===== config.mk =====
export PLATFORM = sky130hd
export DESIGN_NAME = bus_arbiter_mux
export DESIGN_NICKNAME = d
export VERILOG_FILES = /design/src/rtl/bus_arbiter_mux.sv
export SDC_FILE = /design/constraint.sdc
export NUM_CORES = 1
export LEC_CHECK = 0
export BUFFER_PORTS_ARGS = -buffer_cell sky130_fd_sc_hd__buf_2
export CAP_MARGIN = 0
export CORE_AREA = 2 2 110 112
export CTS_CLUSTER_SIZE = 24
export DETAILED_ROUTE_END_ITERATION = 8
export DIE_AREA = 0 0 112 114
export GPL_TIMING_DRIVEN = 1
export HOLD_SLACK_MARGIN = 0.05
export PLACE_DENSITY = 0.56
export SYNTH_ARGS = -nofsm -noshare
export SYNTH_HDL_FRONTEND = slang
export SYNTH_SLANG_ARGS = --single-unit

===== constraint.sdc =====
create_clock -name clk -period 1.3 [get_ports clk]
set_clock_uncertainty 0.05 [all_clocks]
set_input_delay 0 -clock clk [delete_from_list [all_inputs] [get_ports clk]]
set_output_delay 0 -clock clk [all_outputs]
set_load 0.005 [all_outputs]

===== src/rtl/bus_arbiter_mux.sv =====
// Two-master bus arbiter and shared-bus mux with registered read-select return path.
// Optional macro BUS_ARBITER_ROUND_ROBIN_EN: alternate the IDLE tie-break using a last_grant register.
module bus_arbiter_mux #(
   parameter int ADDR_W = 16,
   parameter int DATA_W = 32
) (
   input  logic              clk,
   input  logic              reset,
   input  logic              m0_req,
   input  logic              m0_wr,
   input  logic [ADDR_W-1:0] m0_addr,
   input  logic [DATA_W-1:0] m0_dout,
   input  logic              m1_req,
   input  logic              m1_wr,
   input  logic [ADDR_W-1:0] m1_addr,
   input  logic [DATA_W-1:0] m1_dout,
   output logic              m0_grant,
   output logic              m1_grant,
   output logic              s_wr,
   output logic [ADDR_W-1:0] s_addr,
   output logic [DATA_W-1:0] s_din,
   input  logic              s0_sel,
   input  logic              s1_sel,
   input  logic              s2_sel,
   input  logic [DATA_W-1:0] s0_dout,
   input  logic [DATA_W-1:0] s1_dout,
   input  logic [DATA_W-1:0] s2_dout,
   output logic [DATA_W-1:0] m_din
);

   typedef enum logic [1:0] {
      IDLE   = 2'd0,
      GNT_M0 = 2'd1,
      GNT_M1 = 2'd2
   } state_t;

   state_t     state_reg;
   logic [2:0] rd_sel_reg;
   logic       idle_pick_m0;

`ifdef BUS_ARBITER_ROUND_ROBIN_EN
   // 1 = M1 owned last, so M0 wins the first tie after reset.
   logic last_grant_reg;
   assign idle_pick_m0 = m0_req && (!m1_req || last_grant_reg);

   always_ff @(posedge clk or posedge reset) begin
      if (reset) begin
         last_grant_reg <= 1'b1;
      end else if (state_reg == GNT_M0) begin
         last_grant_reg <= 1'b0;
      end else if (state_reg == GNT_M1) begin
         last_grant_reg <= 1'b1;
      end
   end
`else
   assign idle_pick_m0 = m0_req;
`endif

   always_ff @(posedge clk or posedge reset) begin
      if (reset) begin
         state_reg  <= IDLE;
         rd_sel_reg <= 3'b000;
      end else begin
         rd_sel_reg <= {s0_sel, s1_sel, s2_sel};
         case (state_reg)
            IDLE: begin
               if (idle_pick_m0) begin
                  state_reg <= GNT_M0;
               end else if (m1_req) begin
                  state_reg <= GNT_M1;
               end
            end
            GNT_M0: begin
               // Owner keeps the bus until it lets go; then hand over with no idle gap.
               if (!m0_req) begin
                  state_reg <= m1_req ? GNT_M1 : IDLE;
               end
            end
            GNT_M1: begin
               if (!m1_req) begin
                  state_reg <= m0_req ? GNT_M0 : IDLE;
               end
            end
            default: state_reg <= IDLE;
         endcase
      end
   end

   assign m0_grant = (state_reg == GNT_M0);
   assign m1_grant = (state_reg == GNT_M1);

   always_comb begin
      s_wr   = 1'b0;
      s_addr = '0;
      s_din  = '0;
      if (state_reg == GNT_M0) begin
         s_wr   = m0_wr;
         s_addr = m0_addr;
         s_din  = m0_dout;
      end else if (state_reg == GNT_M1) begin
         s_wr   = m1_wr;
         s_addr = m1_addr;
         s_din  = m1_dout;
      end
   end

   // Anything other than a clean one-hot select (including unmapped) returns zero.
   always_comb begin
      m_din = '0;
      case (rd_sel_reg)
         3'b100:  m_din = s0_dout;
         3'b010:  m_din = s1_dout;
         3'b001:  m_din = s2_dout;
         default: m_din = '0;
      endcase
   end

endmodule


==> results.md <==
- CP Capture Type: primary output
- VDD IR max: 362 uV
- TritonCTS clock tree: yes
- Clock Latency Late Sink: about 0.23 ns
- Largest register FFs: 3
- H-tree levels: 1
- GRT Overall Usage: roughly 17%
- CTS clk-pin slew, worst paths: approximately 0.030 ns
- Fin area: 4130 um2
- R2R cell count: 5
- Final period utilization: 126%
- Seq/Total Area, Yosys: about 7.5%
- Commonest non-fill, non-tap cell in the layout: buf_2
- Vias post-DR: around 3100
- Final TNS setup: -23.68 ns
- Vias per cell: just under 5
- Diodes inserted: 0
- Met1 Usage GRT: roughly 16%
- Largest stage delay on the critical path: ~0.48 ns
- Root Driver: clkbuf_16
- CP required: 1.25 ns
- Distinct cells, synth: 18
- Detailed-route DRC error count: 0
- Warnings from Yosys: 0
- Unrepaired setup endpoints after global routing: yes
- Worst slew pin tran: 0.363 ns
- WHS: roughly 0.18 ns
- Area grow syn2layout: 148%
- Logic pwr share: roughly two thirds
- 1st-iter DRT viols: approximately 150
- Critical path arrival: between 1.5 and 2 ns
- Fraction of layout cells with a size suffix above 1: between 70 and 80%
- #FFs+latches synth: 5
- PD cells: 524 nW/um2
- First-pass GRT wire length: around 16 mm
- Grt total ovfl: 0
- Slew HR: between 70% and 80%
- Tmin final: about 1.6 ns
- Worst R2R End: state_reg[1]
- Number of global-route vias before repair: 2940
- Status: finished, violations left
- Post-DRT Antenna Nets: 0
- Largest net degree at the start of global routing: 34
- Die Span Y: about 110 um
- Final core utilization: 35.2%
- DP Wirelength: 7.91 mm
- Mapped cell area: about 1700 um2
- Place WS: -0.614 ns
- DIE AREA: about 13000 um2
- Core Area: 11700 um2
- Mean routed wirelength per cell: approximately 19 um
- Fin worst setup slack: -0.339 ns
- Avg Cell Area, Syn: about 8.8 um2
- GR Util met2: 33.8%
- CP Cell Sequence: buf_4, nor3b_4, buf_12, a221o_1, buf_2
- Crit Path Class: flip-flop to primary output
- Reg-to-reg setup timing slack: ~0.01 ns
- Max cap viols: 0
- Yosys top cell area share: 25.8%
- Port Buffer Count: 283
- Die width: between 100 and 150 um
- CP startpoint kind: flip-flop
- CP Max Fanout: 16
- Psw: slightly above 0.7 mW
- TritonCTS Buffers: 3
- Failing checks: negative setup slack
- Flop pwr share: 8.5%
- Worst hold path type: input port to async pin
- CTS sink cnt: 5
- Pre-antenna DRT Iters: 4
- Slowest stage cell, crit path: dfrtp_2
- Leak pwr: between 2 and 2.5 nW
- Antenna violations before repair: 0
- R2r startpoint: state_reg[1]
- Fmax: 610 MHz
- Clk pwr share: 23.4%
- Final Max Slew Viols: 0
- Max Root-Sink Buffers: 2
- Gate Count Post-Synth: 190
- Switching share of power: roughly 33%
- Post-synth net total: 391
- Top Ports: about 280
- Setup violations, final: 83
- Rows: 40
- Int Pwr: around 1.5 mW
- Largest cells by area after synthesis: a22o_1 26%, a221o_1 19%, nor4bb_1 18%
- DRT Wirelength: 12.3 mm
- Most frequent cells in the layout: 279 x buf_2, 48 x a22o_1, 32 x a221o_1
- Biggest area consumer among synthesized cells: a22o_1
- Gpl congestion: around 0.9
- Starting density of the core: between 10% and 20%
- Nets@finish: 699
- Most used routing layer in global routing: met2
- Met3 Track Usage GR: about 3.5%
- Placed Area: about 3200 um2
- Final hold violations: 0
-- how the worst max path moves through the flow --
stage,end,startpoint
after floorplan,m_din[0],rd_sel_reg[2]
after global placement,m_din[14],rd_sel_reg[0]
after detailed placement,m_din[14],rd_sel_reg[0]
after CTS,m_din[18],rd_sel_reg[2]
after global routing,m_din[27],rd_sel_reg[1]
final,m_din[14],rd_sel_reg[2]
-- cell usage after synthesis --
master and count:
a22o_1 49, a221o_1 32, and2_1 31, nor4bb_1 30, buf_2 20, buf_6 8
dfrtp_1 5, clkbuf_1 3, and2_0 2, nor2b_1 2, and4bb_1 1, and4bb_2 1
inv_1 1, nor2_1 1, nor2_2 1, nor3b_4 1, o21a_1 1, o21ai_0 1
-- worst max-delay path, delay by kind of cell (launching register included) --
kind | cells | cell delay [ns]
AO/OA/AOI/OAI | 1 | 0.17
buffers and inverters | 3 | 0.47
flip-flops | 1 | 0.48
AND/OR/NAND/NOR | 1 | 0.22
-- power by group through the flow --
stage                     Combinational (mW)  Clock (mW)  Sequential [mW]
after global routing                    1.56       0.525            0.186
after detailed placement                1.06           0            0.179
after global placement                  1.04           0            0.179
after floorplan                        0.479           0            0.177
after CTS                               1.45       0.504            0.183
final                                   1.47       0.506            0.185
-- logic make-up (layout without fill, tap and decap cells) --
logic type,after synthesis,after routing,share of synthesized area (%)
AOI/OAI and AO/OA,83,83,45.8
and+or+nand+nor,70,71,34.4
buffers and inverters,32,338,12.3
DFF,5,5,7.51
-- layout make-up --
type	count	area, um2
sequential	5	129
fill	1238	7590
inverter	1	3.75
clock buffer	4	78.8
multi-input combinational	154	1550
timing repair buffer	333	2180
tap	147	184
-- per-stage QoR --
stage          total power, mW  instances
6_report                  2.16        644
5_1_grt                   2.27        644
4_1_cts                   2.14        639
3_5_place_dp              1.24        596
3_3_place_gp              1.22        596
2_1_floorplan            0.657        190
-- repair_timing --
action | CTS | global route
setup buffers | 18 | 16
setup endpoints to repair | 81 | 84
hold endpoints to repair | 10 | 0
hold buffers | 6 | 0
gates cloned | 15 | 2
gates resized for setup | 26 | 53
pin swaps | 12 | 23
-- metal layers --
layer,share of wire (%),vias to the layer above
met5,0,-
met4,4.4,0
met3,7.9,32
met2,54,219
met1,33,1446
li1,-,1423
Note: power is estimated with default switching activity, not from simulation.
